--- config.mk ---
export PLATFORM = sky130hd
export DESIGN_NAME = pc_fetch_ctrl
export DESIGN_NICKNAME = d
export VERILOG_FILES = /design/src/rtl/pc_fetch_ctrl.sv
export SDC_FILE = /design/constraint.sdc
export NUM_CORES = 1
export LEC_CHECK = 0
export ABC_AREA = 0
export BUFFER_PORTS_ARGS = -buffer_cell sky130_fd_sc_hd__buf_2
export CORE_ASPECT_RATIO = 1.25
export CORE_MARGIN = 2
export CORE_UTILIZATION = 25
export CTS_CLUSTER_SIZE = 25
export DETAILED_ROUTE_END_ITERATION = 10
export PLACE_DENSITY = 0.54
export REMOVE_ABC_BUFFERS = 1
export SYNTH_ARGS = -nofsm -noshare
export SYNTH_HDL_FRONTEND = slang
export SYNTH_SLANG_ARGS = --single-unit
--- constraint.sdc ---
create_clock -name i_clk -period 2.2 [get_ports i_clk]
set_clock_uncertainty 0.2 [all_clocks]
set_input_delay 0.11 -clock i_clk [delete_from_list [all_inputs] [get_ports i_clk]]
set_output_delay 0.11 -clock i_clk [all_outputs]
set_load 0.005 [all_outputs]
--- src/rtl/pc_fetch_ctrl.sv ---
// rtl/pc_fetch_ctrl.sv - fetch sequencer owning the PC and the instruction-memory request handshake
// Optional feature macro: PC_ALIGN_CHECK_EN (reject misaligned redirect targets, pulse o_misalign)
module pc_fetch_ctrl #(
  parameter logic [31:0] RESET_VECTOR = 32'h0000_0000,
  parameter logic [31:0] EXC_VECTOR   = 32'h0000_0080
) (
  input  logic        i_clk,
  input  logic        i_rst,
  input  logic        i_stall,
  input  logic        i_redirect_valid,
  input  logic [31:0] i_redirect_target,
  input  logic        i_exception,
  output logic        o_imem_req,
  output logic [31:0] o_imem_addr,
  input  logic        i_imem_ack,
  output logic        o_fetch_valid,
  output logic [31:0] o_fetch_pc,
  output logic        o_misalign
);

  typedef enum logic [1:0] {IDLE, FETCH, WAIT, STALL} state_t;

  state_t      state_q, state_d;
  logic [31:0] pc_q, pc_d;
  logic [31:0] pend_q, pend_d;
  logic        pend_v_q, pend_v_d;
  logic        kill_q, kill_d;
  logic        fv_q, fv_d;
  logic [31:0] fpc_q, fpc_d;
  logic        mis_q, mis_d;

  logic        redir_ok;
  logic [31:0] redir_tgt;
  logic        mis_evt;
  logic        evt;
  logic [31:0] evt_tgt;

`ifdef PC_ALIGN_CHECK_EN
  // Misaligned redirects are dropped; an exception in the same cycle wins anyway.
  assign redir_ok  = i_redirect_valid && (i_redirect_target[1:0] == 2'b00);
  assign redir_tgt = i_redirect_target;
  assign mis_evt   = i_redirect_valid && !i_exception && (i_redirect_target[1:0] != 2'b00);
`else
  // Low address bits are simply forced to word alignment.
  assign redir_ok  = i_redirect_valid;
  assign redir_tgt = i_redirect_target & 32'hFFFF_FFFC;
  assign mis_evt   = 1'b0;
`endif

  assign evt     = i_exception || redir_ok;
  assign evt_tgt = i_exception ? EXC_VECTOR : redir_tgt;

  assign o_imem_req    = (state_q == FETCH) || (state_q == WAIT);
  assign o_imem_addr   = pc_q;
  assign o_fetch_valid = fv_q;
  assign o_fetch_pc    = fpc_q;
  assign o_misalign    = mis_q;

  // State and datapath registers; reset abandons any outstanding request.
  always_ff @(posedge i_clk) begin
    if (i_rst) begin
      state_q  <= IDLE;
      pc_q     <= RESET_VECTOR;
      pend_q   <= 32'h0;
      pend_v_q <= 1'b0;
      kill_q   <= 1'b0;
      fv_q     <= 1'b0;
      fpc_q    <= 32'h0;
      mis_q    <= 1'b0;
    end else begin
      state_q  <= state_d;
      pc_q     <= pc_d;
      pend_q   <= pend_d;
      pend_v_q <= pend_v_d;
      kill_q   <= kill_d;
      fv_q     <= fv_d;
      fpc_q    <= fpc_d;
      mis_q    <= mis_d;
    end
  end

  // Next-state, next-PC selection and completion bookkeeping.
  always_comb begin
    state_d  = state_q;
    pc_d     = pc_q;
    pend_d   = pend_q;
    pend_v_d = pend_v_q;
    kill_d   = kill_q;
    fv_d     = 1'b0;
    fpc_d    = fpc_q;
    mis_d    = 1'b0;
    case (state_q)
      IDLE: begin
        state_d = i_stall ? STALL : FETCH;
      end
      FETCH, WAIT: begin
        mis_d = mis_evt;
        if (i_imem_ack) begin
          fv_d = !(evt || kill_q);
          if (!(evt || kill_q)) fpc_d = pc_q;
          if (evt)           pc_d = evt_tgt;
          else if (pend_v_q) pc_d = pend_q;
          else               pc_d = pc_q + 32'd4;
          pend_v_d = 1'b0;
          kill_d   = 1'b0;
          state_d  = i_stall ? STALL : FETCH;
        end else begin
          // Request stays up; a redirect seen now is applied when it completes.
          if (evt) begin
            pend_d   = evt_tgt;
            pend_v_d = 1'b1;
            kill_d   = 1'b1;
          end
          state_d = WAIT;
        end
      end
      STALL: begin
        mis_d = mis_evt;
        if (evt) pc_d = evt_tgt;
        if (!i_stall) state_d = FETCH;
      end
      default: state_d = IDLE;
    endcase
  end

endmodule
==> results.toml, run 1 <==
[critical_path]
r2r_start = "state_q[1]$_SDFFE_PP0P_"
critPathLaunchType = "flip-flop"
reg2reg_depth = 9
endpoint_kind = "flip-flop"
cp_max_fo = 6
worst_ep_arrival_time_ns = 2.21
critPathKind = "reg -> reg"
r2r_end = "o_imem_addr[21]$_SDFFE_PP0P_"
worstPathRequired_ns = 2.26
r2r_slack_ns = 0.05

[power]
leakage_nw = 2.73
p_seq_share_pct = 37.9
p_int_mw = 3.44
vdd_ir_drop_max_mv = 0.339
switching_power_mw = 1.54
power_frac_comb_pct = 27.6
p_clk_share_pct = 34.5
power_density_mw_per_mm2 = 740
switching_share_pct = 30.9

[synthesis]
ys_seq_area_share_pct = 38.9
synth_cells = 623
ys_types = 65
synthArstFlopShare_pct = 0
synth-main-ff-cell = "dfxtp_1"
ys_seq_elements = 94
syn-mean-instance-area_um2 = 7.77
syn_area_mm2 = 0.00484
synth-edff-count = 0
yosys_warnings = 0

[drt]
wl_met1_mm = 7.63
topRoutingLayerUsed = "met4"
routed_wl_mm = 17.5
first_pass_iters = 7
met2_length_mm = 8.70
drc = 0
vias_per_cell = 5.05
dr_wl_met3_um = 864
vias = 5186
routedWlPerCell_um = 17.0
first_iter_violations = 455
ant_nets = 0

[clock_network]
cts_sinks = 94
numCtsBuffers = 9
cts_max_level = 3
root_buffer = "clkbuf_16"
clockBufferDepth = 2
insertion_delay_ns = 0.35
path_clk_slew_ns = 0.07
tritoncts = "yes"

[grt]
grt_antenna_before_repair = 0
grt_pass1_vias = 4922
globalRouteTotalUtil_pct = 16.9
grt_overflow = 0
grt_max_degree = 37
grt_pass1_wl_mm = 27.3

[run]
cap_violations = 0

[sta]
timing.fmax_ghz = 0.464
drv_slew = 0
setup_viol = 0
hold_ws_ns = 0.0104
finalHoldViolCount = 0
min_period_over_period_pct = 97.9
period_needed_ns = 2.15

[final_layout]
antenna_cells = 0
synthToLayoutAreaGrowth_pct = 39.1
drive_above_1_share_pct = 29.0
layout.cells.non_filler = 1026
nFillCells = 1984
nets = 831

[placed_design]
dp.cells = 976
gp_congestion = 0.837
hpwlAfterDp_mm = 12.7
port_buffers = 97

[hold_path]
hp-start = "i_redirect_target[26]"
min_path_type = "in -> reg"
worst_hold_path.endpoint = "pend_q[26]$_SDFFE_PP0P_"
whs_path_depth = 4

[die]
die_y_um = 160
ios = 105
die_w_um = 128
rows = 56
start_util_pct = 25.7
core_mm2 = 0.0188
dieArea_mm2 = 0.0205

[outcome]
outcome = "finished clean"
-- power groups by stage --
| stage | sequential (mW) | combinational, mW | clock, mW |
|---|---|---|---|
| global route | 1.90 | 1.50 | 1.83 |
| CTS | 1.88 | 1.30 | 1.75 |
| detailed placement | 1.92 | 1.23 | 0 |
| global placement | 1.92 | 1.22 | 0 |
| finish | 1.89 | 1.37 | 1.72 |
| floorplan | 1.96 | 0.521 | 0 |
-- stage by stage --
stage	cell area, µm²	utilization, %	power [mW]	worst slack (ns)	setup TNS, ns
final	6730	35.7	4.98	0.0465	0
after global routing	6730	35.7	5.23	-0.0330	-0.0330
after CTS	6620	35.1	4.93	-0.00296	-0.00506
after detailed placement	5960	31.6	3.15	-0.0960	-0.231
after global placement	5960	31.6	3.14	-0.0377	-0.0637
after floorplan	4540	-	2.48	-0.613	-16.96
-- worst max-delay path: stages (launching register included) --
cell	delay [ns]
dfxtp_2	0.34
inv_2	0.05
ha_4	0.23
nor2b_2	0.16
buf_6	0.12
a211oi_4	0.28
buf_6	0.16
buf_6	0.11
nand4_1	0.13
a221oi_2	0.30
-- cell type report --
class                   instances  area, µm²  area share (%)
flip-flops and latches         94       1890            28.0
well taps                     232        290            4.31
repair buffers                210       1490            22.2
clock buffers                  10        239            3.55
multi-input cells             466       2700            40.2
clock inverters                 5       83.8            1.25
inverters                       9       33.8           0.502
-- repair_timing --
item / 4_1_cts / 5_1_grt
setup buffers: 1 / 4
hold buffers: 30 / 0
setup endpoints to repair: 8 / 44
hold endpoints to repair: 41 / 0
gates resized for setup: 4 / 22
pin swaps: 3 / 10
-- how the worst max path moves through the flow --
stage / start / endpoint / slack [ns] / cells past startpoint
2_1_floorplan: state_q[0]$_SDFFE_PP0P_ / o_imem_addr[27]$_SDFFE_PP0P_ / -0.61 / 7
3_3_place_gp: state_q[0]$_SDFFE_PP0P_ / o_imem_addr[26]$_SDFFE_PP0P_ / -0.04 / 9
3_5_place_dp: state_q[0]$_SDFFE_PP0P_ / o_imem_addr[26]$_SDFFE_PP0P_ / -0.1 / 8
4_1_cts: state_q[0]$_SDFFE_PP0P_ / o_imem_addr[28]$_SDFFE_PP0P_ / -0.003 / 8
5_1_grt: state_q[1]$_SDFFE_PP0P_ / o_imem_addr[21]$_SDFFE_PP0P_ / -0.03 / 9
6_report: state_q[1]$_SDFFE_PP0P_ / o_imem_addr[21]$_SDFFE_PP0P_ / 0.05 / 9
-- cell usage after synthesis, types with 4 or more instances --
| master | count | area (µm²) |
|---|---|---|
| a211oi_1 | 10 | 75.1 |
| a21oi_1 | 83 | 415 |
| a221oi_1 | 4 | 35.0 |
| a22oi_1 | 10 | 75.1 |
| a311oi_1 | 7 | 61.3 |
| a31oi_1 | 5 | 31.3 |
| a32o_1 | 5 | 50.1 |
| and3_1 | 17 | 106 |
| and4_1 | 4 | 35.0 |
| buf_2 | 5 | 25.0 |
| buf_4 | 6 | 45.0 |
| buf_6 | 5 | 56.3 |
| clkbuf_1 | 34 | 128 |
| dfxtp_1 | 94 | 1880 |
| inv_1 | 9 | 33.8 |
| nand2_1 | 110 | 413 |
| nand3_1 | 18 | 90.1 |
| nand4_1 | 11 | 68.8 |
| nor2_1 | 48 | 180 |
| nor2b_1 | 12 | 75.1 |
| nor3_1 | 18 | 90.1 |
| nor4_1 | 6 | 37.5 |
| o211ai_1 | 6 | 45.0 |
| o21ai_0 | 29 | 145 |
| o31ai_1 | 5 | 37.5 |
| or3_1 | 4 | 25.0 |
-- layer usage --
| layer | global-route usage [%] | vias to the layer above |
|---|---|---|
| met2 | 28.7 | 146 |
| li1 | - | 2561 |
| met3 | 2.92 | 17 |
| met1 | 21.7 | 2462 |
| met4 | 5.34 | 0 |
| met5 | 0 | - |
-- cells by family after synthesis --
family / synth area share [%]
other cells: 0.0775
fa+ha+maj: 0.776
simple gates: 27.2
buf+inv: 7.29
flops: 38.9
mux: 0.621
xor+xnor: 0.905
compound gates: 24.2
-- registers in the layout, indices dropped and copies added (netlist names) --
name           count
pend_q            30
o_imem_addr       30
state_q            2
o_fetch_pc        30
o_fetch_valid      1
kill_q             1
-- layout by cell type, fill, tap and decap left out, types with 9 or more instances in the layout --
cell type / count
a21oi_1: 83
a22oi_1: 10
and3_1: 17
buf_2: 97
buf_4: 72
clkbuf_16: 9
dfxtp_1: 91
dlygate4sd3_1: 30
nand2_1: 109
nand3_1: 18
nand4_1: 11
nor2_1: 47
nor2b_1: 10
nor3_1: 18
o21ai_0: 29
(Power assumes the default switching activity.)
==> inputs of run 2 (changes only) <==
--- a/config.mk
+++ b/config.mk
@@ -7,7 +7,6 @@
 export LEC_CHECK = 0
 export ABC_AREA = 0
 export BUFFER_PORTS_ARGS = -buffer_cell sky130_fd_sc_hd__buf_2
-export CORE_ASPECT_RATIO = 1.25
 export CORE_MARGIN = 2
 export CORE_UTILIZATION = 25
 export CTS_CLUSTER_SIZE = 25
==> run 2 against run 1 <==
Total power shrank 3.3%. Maximum frequency about the same. Clock power down 6%. First-iteration DRC count shrank 32%. Sequential power about the same. Worst hold slack better by 0.069 ns. Count of clock-buffer cells in the layout grew 1. Core utilization barely moved. Wire length decreased by 0.97%. Via count up 0.39%. Die area is essentially flat.
==> results.toml, run 2 (synthesis gave the netlist of run 1 again) <==
[sta]
tightest_slew_ns = 0.579
rsz0062_at_grt = "true"
timing.fmax_ghz = 0.465
finalHoldViolCount = 0
period_needed_ns = 2.15
drv_slew = 0
min_period_over_period_pct = 97.9
setup_viol = 0
relSlewSlack_pct = 61.4

[critical_path]
cp_max_fo = 4
endpoint_kind = "flip-flop"
cp_cell_sequence = "inv_2 > ha_4 > nor2b_4 > buf_6 > a211oi_4 > nand2_2 > or4_1 > o211ai_1"
r2r_start = "state_q[1]$_SDFFE_PP0P_"
reg2reg_depth = 8
worstPathRequired_ns = 2.28
r2r_slack_ns = 0.05
critPathLaunchType = "flip-flop"
crit_family = "simple AND/OR/NAND/NOR gates"
crit_slowest_cell = "or4_1"
startpoint = "state_q[1]$_SDFFE_PP0P_"
crit_buf_inv = 2
worst_ep_arrival_time_ns = 2.23
path_depth = 8
max_stage_delay_ns = 0.53
critPathKind = "reg -> reg"

[final_layout]
nFillCells = 2055
finish.utilization_pct = 35.8
multi_input_area_mm2 = 0.00273
synthToLayoutAreaGrowth_pct = 39.1
final_cell_mix = "nand2_1 (109), buf_2 (97), dfxtp_1 (92), a21oi_1 (83), buf_4 (74)"
drive_above_1_share_pct = 28.2
layout_commonest_cell = "nand2_1"
register_area_mm2 = 0.00188
antenna_cells = 0
nets = 831

[grt]
grt_antenna_before_repair = 0
globalRouteTotalUtil_pct = 17.2
grt_pass1_vias = 4930
grt_pass1_wl_mm = 27.0
grt_overflow = 0
grt_max_degree = 64

[power]
power_frac_comb_pct = 26.8
power_mw = 4.81
vdd_ir_drop_max_mv = 0.279
switching_share_pct = 31.7
leakage_nw = 2.71
power_density_mw_per_mm2 = 715
p_seq_share_pct = 39.5
p_clk_share_pct = 33.6
p_int_mw = 3.28
switching_power_mw = 1.53

[drt]
drc = 0
vias_per_cell = 4.93
routedWlPerCell_um = 16.4
ant_nets = 0
vias = 5206
first_pass_iters = 4
routed_wl_mm = 17.3
first_iter_violations = 310

[clock_network]
cts_max_level = 3
cts_sinks = 94
path_clk_slew_ns = 0.07
clockBufferDepth = 2
tritoncts = "yes"
numCtsBuffers = 9
insertion_delay_ns = 0.36
root_buffer = "clkbuf_16"

[placed_design]
gp_congestion = 0.908
port_buffers = 97
hpwlAfterDp_mm = 12.3

[die]
rows = 50
die_w_um = 143
ios = 105
die_y_um = 143
dieArea_mm2 = 0.0205
core_mm2 = 0.0188
start_util_pct = 25.7

[hold_path]
whs_path_depth = 3
min_path_type = "in -> reg"
hp-start = "i_exception"

[run]
cap_violations = 0

[outcome]
outcome = "finished clean"
[run 2: changes by cell type in the layout (fill, tap and decap cells not counted), sizes merged]
cell and delta:
inv +1, clkbuf +1, buf -4, clkinv +2, clkinvlp -2, dlygate4sd3 +4, bufinv -1
[run 2: area by class of cell]
cell class	count	share of cell area (%)
Clock buffer	11	3.61
Inverter	9	0.502
Tap cell	260	4.83
Multi-Input combinational cell	466	40.6
Clock inverter	5	0.855
Sequential cell	94	28.0
Timing Repair Buffer	210	21.6
[run 2: final timing paths]
check | end
worst max register to register | o_imem_addr[27]$_SDFFE_PP0P_
worst min-delay path | kill_q$_SDFFE_PP0P_
worst min register to register | o_fetch_pc[22]$_SDFFE_PP0P_
worst max-delay path | o_imem_addr[27]$_SDFFE_PP0P_
[run 2: worst min-delay path: stages]
cell,delay [ns]
buf_2,0.21
o21ai_0,0.18
a221oi_1,0.07
[run 2: power by group through the flow]
stage	combinational (mW)	sequential (mW)	clock, mW
floorplan	0.521	1.96	0
global placement	1.17	1.93	0
detailed placement	1.18	1.93	0
CTS	1.25	1.89	1.68
global route	1.42	1.91	1.73
finish	1.29	1.90	1.62
[run 2: repair_timing]
item,in CTS,in global routing
resized for setup,5,21
hold buffers,34,0
endpoints found under the setup margin,10,43
pin swaps,3,7
endpoints found under the hold margin,43,0
buffers inserted,0,2
[run 2: per-layer routing]
metal	global-route usage (%)	wire [µm]	vias to the layer above	part of all wire, %
met5	0	0	-	0
met4	6.77	337	0	1.9
met3	2.98	731	20	4.2
met2	27.4	7910	139	46
met1	23.2	8350	2472	48
li1	-	-	2575	-
[run 2: metrics by stage]
| step | instances | TNS (ns) | worst slack [ns] | hold WS [ns] | area (µm²) |
|---|---|---|---|---|---|
| 3_3_place_gp | 1003 | -0.252 | -0.0826 | 0.164 | 5950 |
| 2_1_floorplan | 569 | -16.96 | -0.613 | -0.0209 | 4540 |
| 5_1_grt | 1055 | -0.0416 | -0.0389 | 0.112 | 6730 |
| 4_1_cts | 1053 | 0 | 0.00360 | 0.0625 | 6620 |
| 3_5_place_dp | 1003 | -0.404 | -0.102 | 0.176 | 5950 |
| 6_report | 1055 | 0 | 0.0473 | 0.0790 | 6730 |
==> inputs of run 3 (changes only) <==
--- a/config.mk
+++ b/config.mk
@@ -6,12 +6,12 @@
 export NUM_CORES = 1
 export LEC_CHECK = 0
 export ABC_AREA = 0
-export BUFFER_PORTS_ARGS = -buffer_cell sky130_fd_sc_hd__buf_2
 export CORE_MARGIN = 2
 export CORE_UTILIZATION = 25
 export CTS_CLUSTER_SIZE = 25
 export DETAILED_ROUTE_END_ITERATION = 10
-export PLACE_DENSITY = 0.54
+export DONT_BUFFER_PORTS = 1
+export PLACE_DENSITY = 0.5
 export REMOVE_ABC_BUFFERS = 1
 export SYNTH_ARGS = -nofsm -noshare
 export SYNTH_HDL_FRONTEND = slang
==> run 3 against run 2 <==
Clock power hardly changed. Worst hold slack got worse by 0.042 ns. Wire length is 4.2% higher. Global-route usage rose by 0.53 points. Cell count decreased by 8.1%. Maximum frequency rose by 0.40%. Sequential share of layout area increased by 1.1 points. Largest power group unchanged. Cell area shrank 3.5%. Sequential power is essentially flat. Die area unchanged. Non-clock buffer count down 85. Core utilization fell by 1.2 points. Highest routed layer unchanged.
==> results.toml, run 3 (synthesis gave the netlist of run 1 again) <==
[outcome]
outcome = "finished clean"

[critical_path]
cp_max_fo = 8
critPathKind = "reg -> reg"
reg2reg_depth = 7
endpoint_kind = "flip-flop"
worstPathRequired_ns = 2.28
worst_ep_arrival_time_ns = 2.22
critPathLaunchType = "flip-flop"
r2r_end = "o_imem_addr[29]$_SDFFE_PP0P_"
r2r_start = "state_q[0]$_SDFFE_PP0P_"
r2r_slack_ns = 0.06

[clock_network]
cts_sinks = 94
path_clk_slew_ns = 0.07
clockBufferDepth = 2
tritoncts = "yes"
root_buffer = "clkbuf_16"
insertion_delay_ns = 0.36
cts_max_level = 3
numCtsBuffers = 9

[grt]
grt_antenna_before_repair = 0
grt_overflow = 0
globalRouteTotalUtil_pct = 17.8
grt_pass1_vias = 4904
grt_pass1_wl_mm = 27.8
grt_max_degree = 91

[power]
switching_share_pct = 31.6
switching_power_mw = 1.54
power_frac_comb_pct = 28.0
leakage_nw = 2.33
power_density_mw_per_mm2 = 751
p_seq_share_pct = 38.7
power_mw = 4.88
vdd_ir_drop_max_mv = 0.311
p_int_mw = 3.34
p_clk_share_pct = 33.3

[drt]
first_iter_violations = 517
first_pass_iters = 5
vias = 5096
ant_nets = 0
vias_per_cell = 5.25
drc = 0
routed_wl_mm = 18.1
routedWlPerCell_um = 18.6

[die]
die_y_um = 143
start_util_pct = 25.7
die_w_um = 143
ios = 105
dieArea_mm2 = 0.0205
rows = 50
core_mm2 = 0.0188

[sta]
fin_tns_setup_ns = 0
timing.fmax_ghz = 0.466
relSlewSlack_pct = 65.6
finalHoldViolCount = 0
rsz0062_at_grt = "true"
min_period_over_period_pct = 97.5
drv_slew = 0
tightest_slew_ns = 0.514
setup_viol = 0
period_needed_ns = 2.14

[final_layout]
nets = 746
synthToLayoutAreaGrowth_pct = 34.3
nFillCells = 1948
antenna_cells = 0
drive_above_1_share_pct = 19.2
layout_commonest_cell = "nand2_1"
final_cell_mix = "nand2_1 (110), dfxtp_1 (91), a21oi_1 (83), buf_4 (70), nor2_1 (45)"

[hold_path]
whs_path_depth = 4
min_path_type = "in -> reg"
worst_hold_path.endpoint = "o_imem_addr[19]$_SDFFE_PP0P_"
hp-start = "i_redirect_target[19]"

[run]
cap_violations = 0

[placed_design]
port_buffers = 0
hpwlAfterDp_mm = 12.2
gp_congestion = 0.901
run 3: cell types whose count changed in the layout (fill, tap and decap cells not counted), sizes merged:
| cell | previous run | this run |
|---|---|---|
| buf | 176 | 82 |
| clkinv | 3 | 1 |
| inv | 10 | 9 |
| clkinvlp | 0 | 1 |
| dlygate4sd3 | 34 | 43 |
| clkbuf | 11 | 13 |
run 3: critical path, cell delays in order (launching register included):
cell and delay [ns]:
dfxtp_2 0.34, inv_2 0.05, ha_4 0.23, nor2b_4 0.14
a211o_4 0.37, buf_12 0.16, or3_1 0.38, a211oi_2 0.18
run 3: per-stage QoR:
stage | hold WS, ns | setup slack (ns) | cell area (µm²) | cells | util (%)
4_1_cts | 0.0128 | 0.00430 | 6330 | 966 | 33.6
5_1_grt | 0.0876 | -0.0248 | 6500 | 970 | 34.5
2_1_floorplan | -0.0209 | -0.613 | 4540 | 569 | -
3_3_place_gp | -0.0105 | -0.0438 | 5460 | 903 | 29.0
6_report | 0.0368 | 0.0557 | 6500 | 970 | 34.5
3_5_place_dp | -0.00551 | -0.236 | 5460 | 903 | 29.0
run 3: power groups by stage:
stage	clock network, mW	logic (mW)	registers, mW
final	1.62	1.37	1.89
after global routing	1.74	1.48	1.90
after CTS	1.66	1.29	1.89
after detailed placement	0	1.08	1.92
after global placement	0	1.06	1.92
after floorplan	0	0.521	1.96
run 3: final cells by class:
cell class | instances | area (µm²) | share of cell area (%)
clock buffer | 13 | 260 | 4.00
clock inverter | 3 | 42.5 | 0.654
inverter | 9 | 33.8 | 0.520
multi-input combinational | 466 | 2780 | 42.8
sequential | 94 | 1890 | 29.0
tap | 260 | 325 | 5.00
timing repair buffer | 125 | 1170 | 18.0
run 3: worst max path at each step:
stage / start / end / cells past startpoint
after floorplan: state_q[0]$_SDFFE_PP0P_ / o_imem_addr[27]$_SDFFE_PP0P_ / 7
after global placement: state_q[0]$_SDFFE_PP0P_ / o_imem_addr[26]$_SDFFE_PP0P_ / 8
after detailed placement: state_q[0]$_SDFFE_PP0P_ / o_imem_addr[26]$_SDFFE_PP0P_ / 8
after CTS: state_q[0]$_SDFFE_PP0P_ / o_imem_addr[30]$_SDFFE_PP0P_ / 7
after global routing: state_q[1]$_SDFFE_PP0P_ / pend_q[28]$_SDFFE_PP0P_ / 9
final: state_q[0]$_SDFFE_PP0P_ / o_imem_addr[29]$_SDFFE_PP0P_ / 7
run 3: what timing repair did:
item / CTS / global route
hold endpoints to repair: 93 / 0
hold buffers: 45 / 0
buffers inserted: 1 / 4
resized for setup: 14 / 26
pin swaps: 2 / 13
cloned: 1 / 0
endpoints found under the setup margin: 8 / 22
run 3: per-layer routing:
metal | routed length (µm) | part of all wire, % | global-route usage, %
met1 | 8000 | 44 | 23.4
met5 | 0 | 0 | 0
met2 | 8360 | 46 | 28.0
met3 | 1250 | 6.9 | 3.92
met4 | 433 | 2.4 | 7.35
